===== src/rtl/bcd_pkg.sv =====
// Shared constants and helpers for the sequential binary-to-BCD converter.
// Holds default widths, FSM encoding and the digit-sufficiency check.
package bcd_pkg;

  localparam int BIN_W_DEF  = 16;
  localparam int DIGITS_DEF = 5;

  typedef enum logic {
    ST_IDLE  = 1'b0,
    ST_SHIFT = 1'b1
  } state_e;

  // True when DIGITS decimal digits can hold the largest BIN_W-bit value.
  function automatic bit digits_ok(int bin_w, int digits);
    longint unsigned pow10;
    longint unsigned max_bin;
    pow10   = 1;
    for (int i = 0; i < digits; i++) pow10 = pow10 * 10;
    max_bin = (64'd1 << bin_w) - 64'd1;
    return pow10 > max_bin;
  endfunction

endpackage


===== src/rtl/bin2bcd_seq_if.sv =====
// Request/result bundle between the converter and its producer/consumer.
// The converter takes the slave side; whoever drives in_bin takes master.
interface bin2bcd_seq_if #(
  parameter int BIN_W  = 16,
  parameter int DIGITS = 5
);
  logic                  in_valid;
  logic                  in_ready;
  logic [BIN_W-1:0]      in_bin;
  logic [4*DIGITS-1:0]   out_bcd;
  logic                  out_valid;
  logic                  busy;

  modport master (
    output in_valid, in_bin,
    input  in_ready, out_bcd, out_valid, busy
  );

  modport slave (
    input  in_valid, in_bin,
    output in_ready, out_bcd, out_valid, busy
  );
endinterface


===== src/rtl/bcd_digit_adj.sv =====
// Double-dabble digit correction: add 3 to a BCD digit that is 5 or more.
// Inputs 5..9 land on 8..12, so the 4-bit result never wraps.
module bcd_digit_adj (
  input  logic [3:0] d_i,
  output logic [3:0] d_o
);
  assign d_o = (d_i >= 4'd5) ? d_i + 4'd3 : d_i;
endmodule


===== src/rtl/bin2bcd_seq.sv =====
// Iterative double-dabble converter: one shift-and-add-3 step per clock.
// out_bcd only moves on the out_valid edge, so the display never sees partial digits.
module bin2bcd_seq
  import bcd_pkg::*;
#(
  parameter int BIN_W  = BIN_W_DEF,
  parameter int DIGITS = DIGITS_DEF
) (
  input  logic          clk,
  input  logic          rst,
  bin2bcd_seq_if.slave  bus
);

  localparam int BCD_W = 4 * DIGITS;
  localparam int CNT_W = $clog2(BIN_W + 1);

  if (!digits_ok(BIN_W, DIGITS)) begin : g_digits_chk
    $error("bin2bcd_seq: DIGITS too small to represent 2**BIN_W-1");
  end

  state_e             state_q;
  logic [CNT_W-1:0]   cnt_q;
  logic [BIN_W-1:0]   bin_q;
  logic [BCD_W-1:0]   bcd_q;
  logic [BCD_W-1:0]   out_bcd_q;
  logic               out_valid_q;

  logic [BCD_W-1:0]   bcd_adj;
  logic [BCD_W-1:0]   bcd_d;
  logic [BIN_W-1:0]   bin_d;

  for (genvar g = 0; g < DIGITS; g++) begin : g_adj
    bcd_digit_adj u_adj (
      .d_i (bcd_q[4*g +: 4]),
      .d_o (bcd_adj[4*g +: 4])
    );
  end

  // All digits corrected in parallel, then the combined register shifts left once.
  assign {bcd_d, bin_d} = {bcd_adj, bin_q} << 1;

  always_ff @(posedge clk or negedge rst) begin
    if (!rst) begin
      state_q     <= ST_IDLE;
      cnt_q       <= '0;
      bin_q       <= '0;
      bcd_q       <= '0;
      out_bcd_q   <= '0;
      out_valid_q <= 1'b0;
    end else begin
      out_valid_q <= 1'b0;
      case (state_q)
        ST_IDLE: begin
          if (bus.in_valid) begin
            bin_q   <= bus.in_bin;
            bcd_q   <= '0;
            cnt_q   <= '0;
            state_q <= ST_SHIFT;
          end
        end
        ST_SHIFT: begin
          bcd_q <= bcd_d;
          bin_q <= bin_d;
          cnt_q <= cnt_q + CNT_W'(1);
          if (cnt_q == CNT_W'(BIN_W - 1)) begin
            out_bcd_q   <= bcd_d;
            out_valid_q <= 1'b1;
            state_q     <= ST_IDLE;
          end
        end
        default: state_q <= ST_IDLE;
      endcase
    end
  end

  assign bus.in_ready  = (state_q == ST_IDLE);
  assign bus.busy      = (state_q == ST_SHIFT);
  assign bus.out_bcd   = out_bcd_q;
  assign bus.out_valid = out_valid_q;

endmodule


===== src/flat_wrapper.sv =====
// flat-port wrapper written by rule: the top's interface ports become plain ports
module bin2bcd_seq_flat import bcd_pkg::*;
#(
  parameter int BIN_W  = BIN_W_DEF,
  parameter int DIGITS = DIGITS_DEF
)
  (clk, rst, bus_in_valid, bus_in_bin, bus_in_ready, bus_out_bcd, bus_out_valid, bus_busy);
  bin2bcd_seq_if #(.BIN_W(BIN_W), .DIGITS(DIGITS)) bus_i ();
  input  logic clk;
  input  logic rst;
  input wire logic [$bits(bus_i.in_valid)-1:0] bus_in_valid;
  input wire logic [$bits(bus_i.in_bin)-1:0] bus_in_bin;
  output wire logic [$bits(bus_i.in_ready)-1:0] bus_in_ready;
  output wire logic [$bits(bus_i.out_bcd)-1:0] bus_out_bcd;
  output wire logic [$bits(bus_i.out_valid)-1:0] bus_out_valid;
  output wire logic [$bits(bus_i.busy)-1:0] bus_busy;
  assign bus_i.in_valid = bus_in_valid;
  assign bus_i.in_bin = bus_in_bin;
  assign bus_in_ready = bus_i.in_ready;
  assign bus_out_bcd = bus_i.out_bcd;
  assign bus_out_valid = bus_i.out_valid;
  assign bus_busy = bus_i.busy;
  bin2bcd_seq #(.BIN_W(BIN_W), .DIGITS(DIGITS)) u_core (.clk(clk), .rst(rst), .bus(bus_i));
endmodule

===== config.mk =====
export PLATFORM = sky130hd
export DESIGN_NAME = bin2bcd_seq_flat
export DESIGN_NICKNAME = d
export VERILOG_FILES = /design/src/rtl/bcd_pkg.sv /design/src/rtl/bin2bcd_seq_if.sv /design/src/rtl/bcd_digit_adj.sv /design/src/rtl/bin2bcd_seq.sv /design/src/flat_wrapper.sv
export SDC_FILE = /design/constraint.sdc
export NUM_CORES = 1
export LEC_CHECK = 0
export ABC_AREA = 1
export CAP_MARGIN = 30
export CELL_PAD_IN_SITES_DETAIL_PLACEMENT = 0
export CELL_PAD_IN_SITES_GLOBAL_PLACEMENT = 1
export CORE_ASPECT_RATIO = 0.6
export CORE_MARGIN = 10
export CORE_UTILIZATION = 44
export DETAILED_ROUTE_END_ITERATION = 10
export PLACE_DENSITY_LB_ADDON = 0.08
export SYNTH_ARGS = -nofsm -noshare
export SYNTH_HDL_FRONTEND = slang
export SYNTH_SLANG_ARGS = --single-unit

===== constraint.sdc =====
create_clock -name clk -period 4.4 [get_ports clk]
set_input_delay 0.88 -clock clk [delete_from_list [all_inputs] [get_ports clk]]
set_output_delay 0.88 -clock clk [all_outputs]
set_load 0.02 [all_outputs]

-- After elaboration in Yosys (flattened, before gate mapping)
Cells that the tools add are included.
- register bits after elaboration: 63
- add/sub/neg operators: 6
- equal/unequal tests: 2
- mux-type cells: 16
- reduce and logical (&&, ||, !) cells: 1
- bitwise logic cells: 1
- $lt $le $gt $ge: 5
- operators with widths (operator ; number):
    20-bit case mux with 2 select lines ; 1
    16-bit case mux with 2 select lines ; 1
    4-bit by 3-bit greater-or-equal comparator with 1-bit output, second input constant ; 5
    20-bit 2-to-1 mux ; 1
    4-bit by 2-bit adder with 4-bit output, second input constant ; 4
    16-bit 2-to-1 mux ; 1
    4-bit 2-to-1 mux ; 4
    5-bit case mux with 2 select lines ; 1
    5-bit by 1-bit adder with 5-bit output, second input constant ; 1
    5-bit by 4-bit == test with 1-bit output, second input constant ; 1
    5-bit 2-to-1 mux ; 1
    1-bit 2-to-1 mux ; 4
    3-bit by 2-bit adder with 3-bit output, second input constant ; 1
    3-bit 2-to-1 mux ; 1
    2-bit inequality test, second input constant ; 1
    1-bit case mux with 2 select lines ; 1
    2-bit AND reduction ; 1
    1-bit inverter ; 1

-- Logic depth before layout (Yosys ltp)
Gate-level depths: netlist of run 1.
- depth after elaboration: 3
- gate-level depth with buffers: 9
- gate-level depth less buffers: 9

-- Modules after synthesis
A second synthesis of run 1 with hierarchy kept.
- cell total of the unflattened synthesis: 387
- area total of the unflattened synthesis: 3350.7 µm²
- modules (own cells, without submodules) (module ; times used ; cells an instance ; area an instance (µm²)):
    bin2bcd_seq ; 1 ; 272 ; 2675.1
    bcd_digit_adj ; 5 ; 23 ; 135.1

-- Worst setup path before layout of run 1
OpenSTA, ideal clock, no wires.
- kind: register to output
- start: register u_core.state_q (netlist: u_core.bus.busy)
- end: output port bus_in_ready
- data required time: 3.520 ns
- cell stages (with the launch flop): 4
- data arrival time: 0.955 ns
- path buffers: 2
- slack: 2.565 ns
- cell sequence: dfrtp_1 -> buf_6 -> inv_6 -> buf_2
- cells in the longest elaborated chain, start to end: 1
- RTL lines (item ; RTL line ; RTL):
    from (decl) ; bin2bcd_seq.sv:21 ; state_e state_q;
    from (signal assigned) ; bin2bcd_seq.sv:44 ; state_q <= ST_IDLE;
    from (signal assigned) ; bin2bcd_seq.sv:58 ; state_q <= ST_SHIFT;
    from (signal assigned) ; bin2bcd_seq.sv:68 ; state_q <= ST_IDLE;
    1-bit inverter ; bin2bcd_seq.sv:76 ; assign bus.in_ready = (state_q == ST_IDLE);
    to (decl) ; flat_wrapper.sv:13 ; output wire logic [$bits(bus_i.in_ready)-1:0] bus_in_ready;
No other way between the ends.

-- Worst setup path in the final report of run 1
Ends and elaborated chain as after synthesis.

==> impl_results.md, run 1 <==
- Final Hold Viols: 0
- CP required: 3.52 ns
- Int Power: 1.74 mW
- Core Footprint: 0.00671 sq mm
- Synthesized flop and latch total: 63
- Max Cap Viol: 0
- Htree depth: 3
- Vias in the first global route: 2424
- Sequential area share after synthesis: 51.6%
- Share of power burned in registers: 35.1%
- Pins Over Slew Limit: 0
- Tmin final: just under 3 ns
- Drt first pass iters: 4
- Hold slack final: 0.473 ns
- Worst VDD drop: 0.000368 V
- Clock-pin slew on the worst setup and hold paths: about 0.050 ns
- DRC: 0
- IO buf count: 41
- Number of vias per cell: 5.13
- Routed wire length: 6.92 mm
- Num ports: between 40 and 50
- Layout cells sized above 1: 7.27%
- Starting DRT DRC Count: 249
- DR vias: 2491
- Mapped Cells: 353
- Skew-Pair Late Insertion Delay: 0.33 ns
- Routability Congestion: just over 0.8
- Area of placed instances: 0.00352 sq mm
- Initial Util: 45.5%
- Post_cts resized: 0
- Post-synth top area share: a little over 50%
- Slew HR: 44.4%
- Synth area leader: dfrtp_1
- Finished Cell Area: around 0.0038 sq mm
- Syn nets: around 380
- Setup Fix Bufs, Post-CTS: 0
- Synth unique cells: 25
- Die X: 128 um
- Worst hold path class: flip-flop to flip-flop
- Initial antenna violation count: 0
- ANT cells: 0
- Antenna-violating nets left: 0
- Crit path launch type: flip-flop
- Hold depth: 2
- Nets: 427
- Switching Share: 39.8%
- Hold buffer count at CTS: 0
- Num CTS Buffers: 9
- CP Capture Type: output pin
- Top cells by area, synth: dfrtp_1, nand2_1, nand3_1, ha_1, inv_1
- Worst-Margin Slew: 0.834 ns
- Setup TNS: 0 ns
- Mapped Area: around 0.0031 sq mm
- Pwr Total: around 2.9 mW
- P per Cell Area: 763 mW/mm^2
- GR Overflow Total: 0
- Die Span Y: 84.5 um
- RSZ-0062 raised after global routing: false
- Post-DP HPWL: about 4.7 mm
- Combinational share of power: 42.9%
- CTS Root Cell: clkbuf_16
- Row cnt: 23
- TritonCTS clock tree: yes
- Worst R2R Path Depth: 4
- Leakage: 1.87 nW
- GRT Resource Usage Total: ~14%
- Sinks on Clock Net: between 60 and 70
- Global-route wire length before repair: 12.2 mm
- Worst Path Max Fanout: 18
- Post-DR wirelength/cell: 14.2 um
- Largest net degree at the start of global routing: 38
- CP Class: flip-flop to output pin
- Max Fclk: ~0.34 GHz
- Clock Skew: around 0.0067 ns
- Clk buf depth: 2
- Setup violators final: 0
- Mean Syn Cell Area: 8.65 sq um
- YS warnings: 0
- Sw Pwr: around 1.2 mW
- WP data arrival: 2.06 ns
- Clock share of power: 22.0%
- Status: completed
- Area grow syn2layout: 24.1%
- Die area: 0.0108 sq mm
- Tcrit/Tclk final: 66.8%
-- registers in the layout (all words and copies together) (netlist names) --
register / flops
u_core.bus.busy: 1
u_core.bus.out_valid: 1
u_core.bin_q: 16
u_core.cnt_q: 5
u_core.bus.out_bcd: 20
u_core.bcd_q: 20
-- worst paths after layout --
path	start	slack (ns)	end
setup / recovery	u_core.bus.busy	1.46	bus_in_ready
hold / removal	u_core.bus.out_bcd[13]	0.47	u_core.bus.out_bcd[13]
setup reg to reg	u_core.bus.busy	2.58	u_core.bus.out_bcd[18]
hold reg to reg	u_core.bus.out_bcd[13]	0.47	u_core.bus.out_bcd[13]
max in group asynchronous	rst	2.87	u_core.bin_q[14]
min in group asynchronous	rst	0.65	u_core.bin_q[3]
-- placed cells by master, fill, tap and decap left out --
cell,count
ha_1,12
nor2_8,1
nand2_4,1
o21ai_0,20
nand2_2,1
a22oi_1,4
a21oi_1,1
o22ai_1,2
o211ai_1,1
nand3_1,40
inv_2,3
clkdlybuf4s50_1,40
inv_6,1
clkbuf_16,9
nand4_1,8
o221ai_1,4
o221ai_2,2
nand2_1,129
nor2_1,10
clkinv_2,1
o21ai_1,1
o22ai_2,4
buf_2,1
clkbuf_1,2
a22o_1,1
buf_16,1
dfrtp_1,63
o211ai_2,1
inv_1,32
buf_4,1
clkbuf_8,2
-- through the flow --
step                util [%]  setup WS [ns]  instances
finish                  56.5           1.46        486
global route            56.5           1.39        486
CTS                     56.5           1.43        486
detailed placement      52.5           1.79        472
global placement        52.1           1.50        471
floorplan                  -           2.57        353
-- Yosys cell counts --
master    count
nand3_1      40
nand2_1     129
a22o_1        1
buf_2         7
ha_1         12
a22oi_1       4
inv_1        32
o22ai_1       2
o221ai_1      4
nand4_1       8
inv_6         1
o21ai_1       1
nor2_8        1
o221ai_2      2
nand2_2       1
o211ai_2      1
a21oi_1       1
inv_2         3
o22ai_2       4
o21ai_0      20
o211ai_1      1
buf_6         4
nand2_4       1
dfrtp_1      63
nor2_1       10
-- critical path, stage by stage, from the launching register on --
cell	delay (ns)
dfrtp_1	0.63
buf_16	0.29
inv_6	0.16
clkdlybuf4s50_1	0.64
-- cells by family after synthesis --
kind of cell	after synthesis	synth area share, %
and+or+nand+nor	190	26.5
buffers and inverters	47	7.21
adders and majority gates	12	4.92
DFF	63	51.6
AOI/OAI and AO/OA	41	9.71
-- final cells by class --
type,count,area (sq um)
clock buffer,13,260
multi-input combinational,243,1260
tap,87,109
sequential,63,1580
fill,634,2920
clock inverter,1,5.00
inverter,36,140
timing repair buffer,43,440
-- power groups by stage --
stage	combinational (mW)	sequential [mW]	clock, mW
finish	1.24	1.01	0.635
floorplan	0.784	1.07	0
detailed placement	1.25	1.02	0
global placement	1.19	1.03	0
global route	1.44	1.05	0.679
CTS	1.26	1.01	0.652
-- layer usage --
layer | GRT usage [%] | up-vias | share of wire (%)
met4 | 6.80 | 0 | 1.9
li1 | - | 1245 | -
met2 | 19.4 | 62 | 42
met3 | 5.59 | 10 | 7.3
met1 | 18.5 | 1174 | 49
met5 | 0 | - | 0
Power figures use the tool's default switching activity.
==> run 2, diff against run 1 <==
--- a/config.mk
+++ b/config.mk
@@ -11,7 +11,7 @@
 export CELL_PAD_IN_SITES_GLOBAL_PLACEMENT = 1
 export CORE_ASPECT_RATIO = 0.6
 export CORE_MARGIN = 10
-export CORE_UTILIZATION = 44
+export CORE_UTILIZATION = 37
 export DETAILED_ROUTE_END_ITERATION = 10
 export PLACE_DENSITY_LB_ADDON = 0.08
 export SYNTH_ARGS = -nofsm -noshare
==> constraint.sdc (replaced) <==
create_clock -name clk -period 2.5 [get_ports clk]
set_input_delay 0.5 -clock clk [delete_from_list [all_inputs] [get_ports clk]]
set_output_delay 0.5 -clock clk [all_outputs]
set_load 0.02 [all_outputs]
==> run 2 against run 1 <==
Net effect: combinational power up 77%; non-clock buffer count up 2; flip-flop and latch count unchanged; clock skew down 0.0026 ns; sequential share of layout area down 0.85 points; register-to-register slack worse by 1.8 ns; via count down 2.5%; total power up 81%; global-route usage down 1.6 points; setup slack worse by 1.2 ns; first-iteration DRC count down 35%; critical endpoint is now bus_busy; largest cell class unchanged; largest power group unchanged; highest routed layer unchanged.
==> impl_results.md, run 2 (synthesized netlist as in run 1, its figures left out) <==
- Status: completed
- Layout cells sized above 1: 8.44% (+1.2 points)
- Worst-Margin Slew: 0.370 ns (-0.464 ns)
- Initial Util: 38.4% (-7.1 points)
- Tcrit/Tclk final: 89.4%
- IO buf count: 41 (unchanged)
- Htree depth: 3 (unchanged)
- Slowest CP cell: clkdlybuf4s50_1
- Global-route wire length before repair: 12.4 mm (+2.1%)
- Max Fclk: 0.447 GHz
- Hold buffer count at CTS: 0 (unchanged)
- Setup Fix Bufs, Post-CTS: 0 (unchanged)
- Area grow syn2layout: 26.6%
- Largest net degree at the start of global routing: 64 (+68%)
- Row cnt: 25 (+8.7%)
- Sinks on Clock Net: 63 (unchanged)
- Starting DRT DRC Count: 162 (-35%)
- Layout Cells excl Fill: 511 (+5.1%)
- CTS Root Cell: clkbuf_16
- Area of placed instances: 0.00356 sq mm (+0.96%)
- P per Cell Area: 1360 mW/mm^2 (+78%)
- Commonest non-fill, non-tap cell in the layout: nand2_1
- DRC: 0 (unchanged)
- Die Span Y: 90.4 um (+6.9%)
- Num CTS Buffers: 9 (unchanged)
- Post-DR wirelength/cell: 13.9 um (-2.6%)
- Number of vias per cell: 4.75 (-7.3%)
- Dpl cells: 495 (+4.9%)
- Slew HR: 75.1% (+31 points)
- Core Footprint: 0.00795 sq mm (+18%)
- Crit path launch type: flip-flop
- Pins Over Slew Limit: 0 (unchanged)
- Post-Route Utilization: 48.7% (-7.8 points)
- CP Capture Type: output pin
- Drt first pass iters: 4 (unchanged)
- Top delay family on crit path: buffers and inverters
- Cells along the critical path: buf_4 -> clkdlybuf4s50_1
- Worst hold path class: input pin to asynchronous set/reset pin
- Routability Congestion: 0.772 (-4.2%)
- RSZ-0062 raised after global routing: false
- WP data arrival: 1.74 ns (-0.32 ns)
- ANT cells: 0 (unchanged)
- Post-DP HPWL: 4.82 mm (+2.4%)
- Final Hold Viols: 0 (unchanged)
- GR Overflow Total: 0 (unchanged)
- Max Cap Viol: 0 (unchanged)
- Die area: 0.0124 sq mm (+15%)
- Initial antenna violation count: 0 (unchanged)
- Clock Skew: 0.00409 ns (-0.00260 ns)
- Num ports: 42 (unchanged)
- DR vias: 2429 (-2.5%)
- CP required: 2.00 ns (-1.52 ns)
- Nets: 429 (+0.47%)
- GRT Resource Usage Total: 12.5% (-1.6 points)
- Die X: 137 um (+7.6%)
- TritonCTS clock tree: yes
- CP Buf/Inv Count: 2 (-1)
- Worst Path Max Fanout: 16 (-2)
- CP Class: flip-flop to output pin
- Tmin final: 2.24 ns
- Finished Cell Area: 0.00387 sq mm (+2.1%)
- Clock-pin slew on the worst setup and hold paths: 0.05 ns (about the same)
- Setup violators final: 0 (unchanged)
- Clk buf depth: 2 (unchanged)
- Vias in the first global route: 2494 (+2.9%)
- Setup TNS: 0 ns (unchanged)
- Worst stage delay on the critical path: 0.66 ns (+0.02 ns)
- Routed wire length: 7.08 mm (+2.4%)
- Skew-Pair Late Insertion Delay: 0.33 ns (about the same)
- Post_cts resized: 0 (unchanged)
- Antenna-violating nets left: 0 (unchanged)
- Commonest non-fill, non-tap cells in the layout: nand2_1, dfrtp_1, nand3_1, clkdlybuf4s50_1, inv_1
- Leakage: 1.90 nW (+1.5%)
- Worst VDD drop: 0.000590 V (+60%)
## run 2: final cells by class
class	count	area [sq um]
clock buffers	13	270
clock inverters	3	40.0
fillers	772	4080
inverters	36	140
multi-input cells	243	1260
flip-flops and latches	63	1580
well taps	108	135
repair buffers	45	448
## run 2: power breakdown
group          switching (mW)  leakage, nW  internal, mW
combinational            1.32        0.946         0.872
sequential              0.291        0.796          1.47
clock                   0.439        0.156         0.849
total                    2.05         1.90          3.19
## run 2: per-layer routing
layer / part of all wire [%] / global-route usage (%)
met1: 52 / 16.7
met5: 0 / 0
met3: 6.1 / 5.56
met2: 41 / 17.7
met4: 0.96 / 3.32
## run 2: final timing paths
check	to	slack, ns	cells past startpoint	start
max in group asynchronous	u_core.bus.out_bcd[14]	2.04	2	rst
worst max-delay path	bus_busy	0.26	2	u_core.bus.busy
worst min register to register	u_core.bus.out_bcd[13]	0.47	2	u_core.bus.out_bcd[13]
min in group clk	u_core.bus.out_bcd[13]	0.47	2	u_core.bus.out_bcd[13]
worst min-delay path	u_core.bin_q[9]	0.18	2	rst
worst max register to register	u_core.bus.out_bcd[1]	0.75	8	u_core.cnt_q[0]
## run 2: stage by stage
step	hold slack (ns)	setup WS, ns	total power, mW
2_1_floorplan	0.204	1.05	3.26
4_1_cts	0.191	0.233	5.31
3_5_place_dp	0.466	0.598	3.97
6_report	0.179	0.265	5.24
5_1_grt	0.207	0.201	5.72
3_3_place_gp	0.464	0.610	3.96
